<file path="src/rtl/button_input_pkg.sv">
// ---------------------------------------------------------------------------
// button_input_pkg
//   Shared definitions for the push-button debounce block.
//   - btn_state_t : per-channel FSM state encoding
//   - max_int     : elaboration-time helper used to size the shared counters
// ---------------------------------------------------------------------------
package button_input_pkg;

  // Per-channel debounce/hold FSM state.
  //   ST_IDLE       : released and stable, level 0
  //   ST_DB_PRESS   : pressed samples being counted, level still 0
  //   ST_HELD       : press accepted, level 1, hold time accumulating
  //   ST_DB_RELEASE : released samples being counted, level still 1
  typedef enum logic [1:0] {
    ST_IDLE       = 2'd0,
    ST_DB_PRESS   = 2'd1,
    ST_HELD       = 2'd2,
    ST_DB_RELEASE = 2'd3
  } btn_state_t;

  // Larger of two integers; used at elaboration time only.
  function automatic int max_int(input int a, input int b);
    return (a > b) ? a : b;
  endfunction

endpackage

</file>
<file path="src/rtl/button_input_channel.sv">
// ---------------------------------------------------------------------------
// debounce_channel
//   One push-button channel: 2-flop synchronizer, polarity normalisation,
//   debounce FSM and hold timer.
//
// Ports
//   clk50        in  1  system clock
//   reset_n      in  1  synchronous active-low reset
//   pin          in  1  raw asynchronous button pin
//   level        out 1  debounced pressed level (1 = pressed), registered
//   press_strb   out 1  one-cycle strobe on accepted press, registered
//   release_strb out 1  one-cycle strobe on accepted release, registered
//   long_strb    out 1  one-cycle strobe when the hold time reaches
//                       LONG_PRESS_CYCLES, at most once per press
//   press_nxt    out 1  combinational value that press_strb loads on the
//                       next edge; lets the parent update its press counter
//                       on the same edge the strobe asserts
// ---------------------------------------------------------------------------
module debounce_channel
  import button_input_pkg::*;
#(
  parameter int DEBOUNCE_CYCLES   = 500000,
  parameter int LONG_PRESS_CYCLES = 50000000,
  parameter bit ACTIVE_LOW_IN     = 1'b1
) (
  input  logic clk50,
  input  logic reset_n,
  input  logic pin,
  output logic level,
  output logic press_strb,
  output logic release_strb,
  output logic long_strb,
  output logic press_nxt
);

  localparam int CNT_W = $clog2(max_int(DEBOUNCE_CYCLES, LONG_PRESS_CYCLES) + 1);
  localparam logic [CNT_W-1:0] DEB_LAST  = CNT_W'(DEBOUNCE_CYCLES);
  localparam logic [CNT_W-1:0] LONG_LAST = CNT_W'(LONG_PRESS_CYCLES);
  localparam logic [CNT_W-1:0] CNT_ONE   = CNT_W'(1);
  // Pin level of a released button; the synchronizer resets to this so a
  // reset never manufactures a press edge on its own.
  localparam logic PIN_IDLE = ACTIVE_LOW_IN;

  logic             sync_p0;
  logic             sync_p1;
  logic             pressed;

  btn_state_t       state;
  btn_state_t       state_nxt;
  logic [CNT_W-1:0] cnt;
  logic [CNT_W-1:0] cnt_nxt;
  logic [CNT_W-1:0] hold;
  logic [CNT_W-1:0] hold_nxt;
  logic             release_nxt;
  logic             long_nxt;
  logic             level_nxt;

  // ---- stage p0/p1: two-flop synchronizer ----
  always_ff @(posedge clk50) begin
    if (!reset_n) begin
      sync_p0 <= PIN_IDLE;
      sync_p1 <= PIN_IDLE;
    end else begin
      sync_p0 <= pin;
      sync_p1 <= sync_p0;
    end
  end

  // ---- stage p2: polarity normalise, FSM decode ----
  // XOR with the polarity flag inverts an active-low pin so pressed = 1.
  assign pressed = sync_p1 ^ ACTIVE_LOW_IN;

  always_comb begin
    state_nxt   = state;
    cnt_nxt     = cnt;
    hold_nxt    = hold;
    press_nxt   = 1'b0;
    release_nxt = 1'b0;
    long_nxt    = 1'b0;

    case (state)
      ST_IDLE: begin
        if (pressed) begin
          state_nxt = ST_DB_PRESS;
          cnt_nxt   = CNT_ONE;
        end
      end

      ST_DB_PRESS: begin
        if (!pressed) begin
          // Bounce: drop back without any strobe.
          state_nxt = ST_IDLE;
        end else if (cnt >= DEB_LAST) begin
          // Counter reached the threshold and the pin is still pressed.
          state_nxt = ST_HELD;
          press_nxt = 1'b1;
          hold_nxt  = '0;
        end else begin
          cnt_nxt = cnt + CNT_ONE;
        end
      end

      ST_HELD: begin
        if (!pressed) begin
          state_nxt = ST_DB_RELEASE;
          cnt_nxt   = CNT_ONE;
        end else if (hold < LONG_LAST) begin
          // Saturating hold timer; the long strobe fires only on the step
          // into LONG_LAST, so a saturated timer never repeats it.
          hold_nxt = hold + CNT_ONE;
          long_nxt = (hold == (LONG_LAST - CNT_ONE));
        end
      end

      ST_DB_RELEASE: begin
        if (pressed) begin
          // Release bounce: resume the hold without re-announcing it.
          state_nxt = ST_HELD;
        end else if (cnt >= DEB_LAST) begin
          state_nxt   = ST_IDLE;
          release_nxt = 1'b1;
        end else begin
          cnt_nxt = cnt + CNT_ONE;
        end
      end

      default: begin
        state_nxt = ST_IDLE;
      end
    endcase

    // Level follows the state being entered so it drops on the same edge
    // as the release strobe and rises with the press strobe.
    level_nxt = (state_nxt == ST_HELD) || (state_nxt == ST_DB_RELEASE);
  end

  // ---- stage p3: registered state, counters and outputs ----
  always_ff @(posedge clk50) begin
    if (!reset_n) begin
      state        <= ST_IDLE;
      cnt          <= '0;
      hold         <= '0;
      level        <= 1'b0;
      press_strb   <= 1'b0;
      release_strb <= 1'b0;
      long_strb    <= 1'b0;
    end else begin
      state        <= state_nxt;
      cnt          <= cnt_nxt;
      hold         <= hold_nxt;
      level        <= level_nxt;
      press_strb   <= press_nxt;
      release_strb <= release_nxt;
      long_strb    <= long_nxt;
    end
  end

endmodule

</file>
<file path="src/rtl/button_input.sv">
// ---------------------------------------------------------------------------
// button_input
//   Samples raw board push-buttons on clk50, debounces each one and reports
//   clean levels, one-cycle press/release/long-press strobes and a running
//   6-bit count of accepted presses across all channels.
//
// Ports
//   clk50        in  1            system clock (50 MHz)
//   reset_n      in  1            synchronous active-low reset
//   buttons_in   in  NUM_BUTTONS  raw asynchronous button pins
//   btn_level    out NUM_BUTTONS  debounced pressed level, 1 = pressed
//   btn_press    out NUM_BUTTONS  one-cycle strobe on accepted press
//   btn_release  out NUM_BUTTONS  one-cycle strobe on accepted release
//   btn_long     out NUM_BUTTONS  one-cycle strobe at the long-press threshold
//   press_count  out 6            accepted presses, all channels, modulo 64
// ---------------------------------------------------------------------------
module button_input
  import button_input_pkg::*;
#(
  parameter int NUM_BUTTONS       = 2,
  parameter int DEBOUNCE_CYCLES   = 500000,
  parameter int LONG_PRESS_CYCLES = 50000000,
  parameter bit ACTIVE_LOW_IN     = 1'b1
) (
  input  logic                   clk50,
  input  logic                   reset_n,
  input  logic [NUM_BUTTONS-1:0] buttons_in,
  output logic [NUM_BUTTONS-1:0] btn_level,
  output logic [NUM_BUTTONS-1:0] btn_press,
  output logic [NUM_BUTTONS-1:0] btn_release,
  output logic [NUM_BUTTONS-1:0] btn_long,
  output logic [5:0]             press_count
);

  logic [NUM_BUTTONS-1:0] press_nxt;

  // Number of set bits, wrapping at 64 like the counter it feeds.
  function automatic logic [5:0] popcount(input logic [NUM_BUTTONS-1:0] v);
    logic [5:0] sum;
    sum = '0;
    for (int i = 0; i < NUM_BUTTONS; i++) begin
      sum = sum + 6'(v[i]);
    end
    return sum;
  endfunction

  for (genvar i = 0; i < NUM_BUTTONS; i++) begin : g_chan
    debounce_channel #(
      .DEBOUNCE_CYCLES   (DEBOUNCE_CYCLES),
      .LONG_PRESS_CYCLES (LONG_PRESS_CYCLES),
      .ACTIVE_LOW_IN     (ACTIVE_LOW_IN)
    ) u_chan (
      .clk50        (clk50),
      .reset_n      (reset_n),
      .pin          (buttons_in[i]),
      .level        (btn_level[i]),
      .press_strb   (btn_press[i]),
      .release_strb (btn_release[i]),
      .long_strb    (btn_long[i]),
      .press_nxt    (press_nxt[i])
    );
  end

  // ---- press counter: advances on the edge that raises btn_press ----
  // Built from the channels' next-cycle press decode so the count and the
  // strobes it accounts for become visible together.
  always_ff @(posedge clk50) begin
    if (!reset_n) begin
      press_count <= '0;
    end else begin
      press_count <= press_count + popcount(press_nxt);
    end
  end

endmodule
</file>
<file path="config.mk">
export PLATFORM = sky130hd
export DESIGN_NAME = button_input
export DESIGN_NICKNAME = d
export VERILOG_FILES = /design/src/rtl/button_input_pkg.sv /design/src/rtl/button_input_channel.sv /design/src/rtl/button_input.sv
export SDC_FILE = /design/constraint.sdc
export NUM_CORES = 1
export LEC_CHECK = 0
export CORE_ASPECT_RATIO = 2
export CORE_MARGIN = 4
export CORE_UTILIZATION = 62
export CTS_CLUSTER_SIZE = 24
export DETAILED_ROUTE_END_ITERATION = 7
export GPL_ROUTABILITY_DRIVEN = 0
export PLACE_DENSITY = 0.79
export SLEW_MARGIN = 10
export SYNTH_ARGS = -nofsm -noshare
export SYNTH_HDL_FRONTEND = slang
export SYNTH_SLANG_ARGS = --single-unit
</file>
<file path="constraint.sdc">
create_clock -name clk50 -period 2.6 [get_ports clk50]
set_input_delay 0.26 -clock clk50 [delete_from_list [all_inputs] [get_ports clk50]]
set_output_delay 0.26 -clock clk50 [all_outputs]
set_load 0.01 [all_outputs]
</file>
==> impl_results.md <==
* Worst-margin pin slew at 0.876 ns
* Top Family by Delay on Critical Path: adder cells
* Startpoint Class: flip-flop
* 1st-iter DRT viols at 337
* Part of the Yosys area used for sequential elements at 37.5%
* CP most frequent cell: inv_1
* Core area at 10500 um^2
* Cell Pwr Density at between 700 and 800 nW/um^2
* Peak VDD IR at 643 uV
* Hold Violations, Final at 0
* Syn Inst Count at about 780
* Post-DRT Antenna Nets at 0
* WL/cell at 17.3 um
* Syn Nets at 798
* Peak per-stage delay on the critical path at approximately 0.37 ns
* Ys async rst share at 0%
* Total track usage at 28.1%
* Tcrit/Tclk final at 95.0%
* EDFF count, synth at 0
* P&R area growth vs syn at 15.2%
* Post-synth top area share at a little under two fifths
* DR vias at 6089
* Diode count at 0
* Worst path buffer plus inverter count at 3
* Die area at 12700 um^2
* Num CTS Buffers at 17
* DIE WIDTH at just over 80 um
* Leading area contributor after synthesis: dfxtp_1
* Static Leak at 2.54 nW
* Crit path cell chain: inv_1 -> ha_1 -> and4b_1 -> a311oi_2 -> buf_4 -> a31oi_2 -> nand2_2 -> fa_1 -> inv_1 -> ha_2 -> nand3_1 -> xor2_1 -> nor2_1
* Type of the tightest min-delay check: primary input to flip-flop
* DRC viols at 0
* Clk root buf: clkbuf_16
* CTS tree: yes
* Hold Buf Count CTS at 0
* YS warnings at 0
* Pins Over Slew Limit at 0
* Post-synthesis cell type count at 83
* H-tree level count at 4
* First-pass GRT wire length at 28400 um
* Yosys reg bits at 126
* Crit. End Element: flip-flop
* Vias in the first global route at 6238
* DPL Wire Length at 11600 um
* Synth top area cells: dfxtp_1 (38%), xnor2_1 (4.7%), nor2_1 (4.6%)
* Mapped cell area at 6720 um^2
* Clk sinks at 126
* Total grt overflow at 0
* Power, Total at 0.00590 W
* Max Cap Viol at 0
* Syn_area_per_cell at about 8.7 um^2
* RSZ-0062 raised after global routing: true
* Rel. slew slack at 41.6%
* Setup CP Type: flip-flop to flip-flop
* Site Rows at 53
* Nets at 829
* Initial Util at 63.7%
* First-pass DRT Iterations at 6
* Minimum clock period at 2.47 ns
* Cell with the largest stage delay on the worst path: fa_1
* Clock Skews at 0.0123 ns
* Peak Freq at 0.405 GHz
* Share of cells above drive strength 1 at 14.0%
* Worst EP required at 2.88 ns
* Height of the die at between 150 and 200 um
* Port Buffers at 17
* Synth Flop Type: dfxtp_1
* WL final at 16600 um
* Avg Vias per Cell at 6.36
* CTS Buffer Depth at 2
* WP data arrival at 2.75 ns
* Final setup viols at 0
* Run status: complete, no violations
* Fin util at 73.5%
* Clk_lat worst skew at approximately 0.42 ns
* Initial antenna violation count at 0
* I/O pins at 18
* Fin Setup TNS at 0 ns
* Clock transition at the registers of the reported paths at roughly 0.06 ns
* Largest net degree at the start of global routing at 45
* Worst Path Max Fanout at 3
metrics by stage:
step / setup slack (ns) / cell area, um^2 / hold slack (ns) / cells
after floorplan: 0.272 / 6720 / 0.361 / 776
after global placement: 0.0991 / 7090 / 0.391 / 922
after detailed placement: -0.0513 / 7090 / 0.396 / 922
after CTS: 0.00369 / 7680 / 0.416 / 954
after global routing: -0.0387 / 7740 / 0.426 / 957
final: 0.131 / 7740 / 0.416 / 957
placed cells by master, fill, tap and decap left out, drive strengths merged, types with 5 or more instances in the layout:
master,count
dfxtp,126
nor2,85
nand2,55
nand3,47
a21oi,45
xnor2,36
buf,36
inv,28
o21ai,26
nand4,24
nor3,24
or4,24
clkbuf,22
o31ai,21
and2,19
clkdlybuf4s50,17
ha,17
nor4,13
or3,12
a2111oi,11
and3,9
and4,8
xor2,8
a211oi,8
clkinv,8
nand2b,7
nand4b,7
a31oi,6
o21a,6
nor3b,6
nand3b,5
worst paths after layout:
path                            startpoint                  endpoint  slack, ns  cells past startpoint
setup / recovery   g_chan[1].u_chan.cnt[1]            press_count[4]       0.13                     13
hold / removal               buttons_in[1]  g_chan[1].u_chan.sync_p0       0.42                      2
setup reg to reg   g_chan[1].u_chan.cnt[1]            press_count[4]       0.13                     13
hold reg to reg   g_chan[0].u_chan.sync_p0  g_chan[0].u_chan.sync_p1       0.42                      1
cell families after synthesis:
group | after synthesis | synth area share [%]
AO/OA/AOI/OAI | 158 | 17.6
XOR/XNOR | 44 | 5.73
adder cells (fa/ha/maj) | 18 | 3.46
buffers and inverters | 70 | 5.01
flip-flops | 126 | 37.5
multiplexers | 4 | 0.633
AND/OR/NAND/NOR | 356 | 30.0
layer usage:
| metal | up-vias | track usage [%] | wire [um] |
|---|---|---|---|
| met5 | - | 0 | 0 |
| met4 | 0 | 14.6 | 600 |
| met3 | 57 | 4.75 | 628 |
| met2 | 203 | 51.9 | 9330 |
| met1 | 2917 | 29.2 | 6030 |
| li1 | 2912 | - | - |
cell type report:
type                            instances  area [um^2]
Timing Repair Buffer                   53          457
Inverter                               29          109
Clock buffer                           22          464
Fill cell                             774         2800
Tap cell                              137          171
Sequential cell                       126         2520
Multi-Input combinational cell        580         3910
Clock inverter                         10          114
state kept, by name, summed over array words and instances, names as in the netlist:
| register | cells |
|---|---|
| g_chan.u_chan.state | 4 |
| g_chan.u_chan.press_strb | 2 |
| g_chan.u_chan.cnt | 52 |
| g_chan.u_chan.release_strb | 2 |
| g_chan.u_chan.hold | 52 |
| g_chan.u_chan.long_strb | 2 |
| press_count | 6 |
| g_chan.u_chan.sync_p1 | 2 |
| g_chan.u_chan.sync_p0 | 2 |
| g_chan.u_chan.level | 2 |
power by group:
| part | switching (W) | total, W | internal (W) |
|---|---|---|---|
| sequential | 0.0000553 | 0.00204 | 0.00199 |
| combinational | 0.00103 | 0.00153 | 0.000499 |
| clock | 0.000868 | 0.00233 | 0.00146 |
cells in the mapped netlist (13+ instances only):
| master | instances |
|---|---|
| ha_1 | 17 |
| clkbuf_1 | 17 |
| xnor2_1 | 36 |
| o31ai_1 | 21 |
| nand2_1 | 55 |
| o21ai_1 | 13 |
| or4_1 | 21 |
| and2_1 | 19 |
| inv_1 | 28 |
| dfxtp_1 | 126 |
| a21oi_1 | 45 |
| nand3_1 | 46 |
| nor3_1 | 22 |
| nand4_1 | 24 |
| nor2_1 | 82 |
what timing repair did:
| item | 4_1_cts | 5_1_grt |
|---|---|---|
| resized for setup | 1 | 10 |
| endpoints found under the setup margin | 2 | 15 |
| buffers inserted | 0 | 3 |
| pin swaps | 0 | 2 |
(Power assumes the default switching activity.)
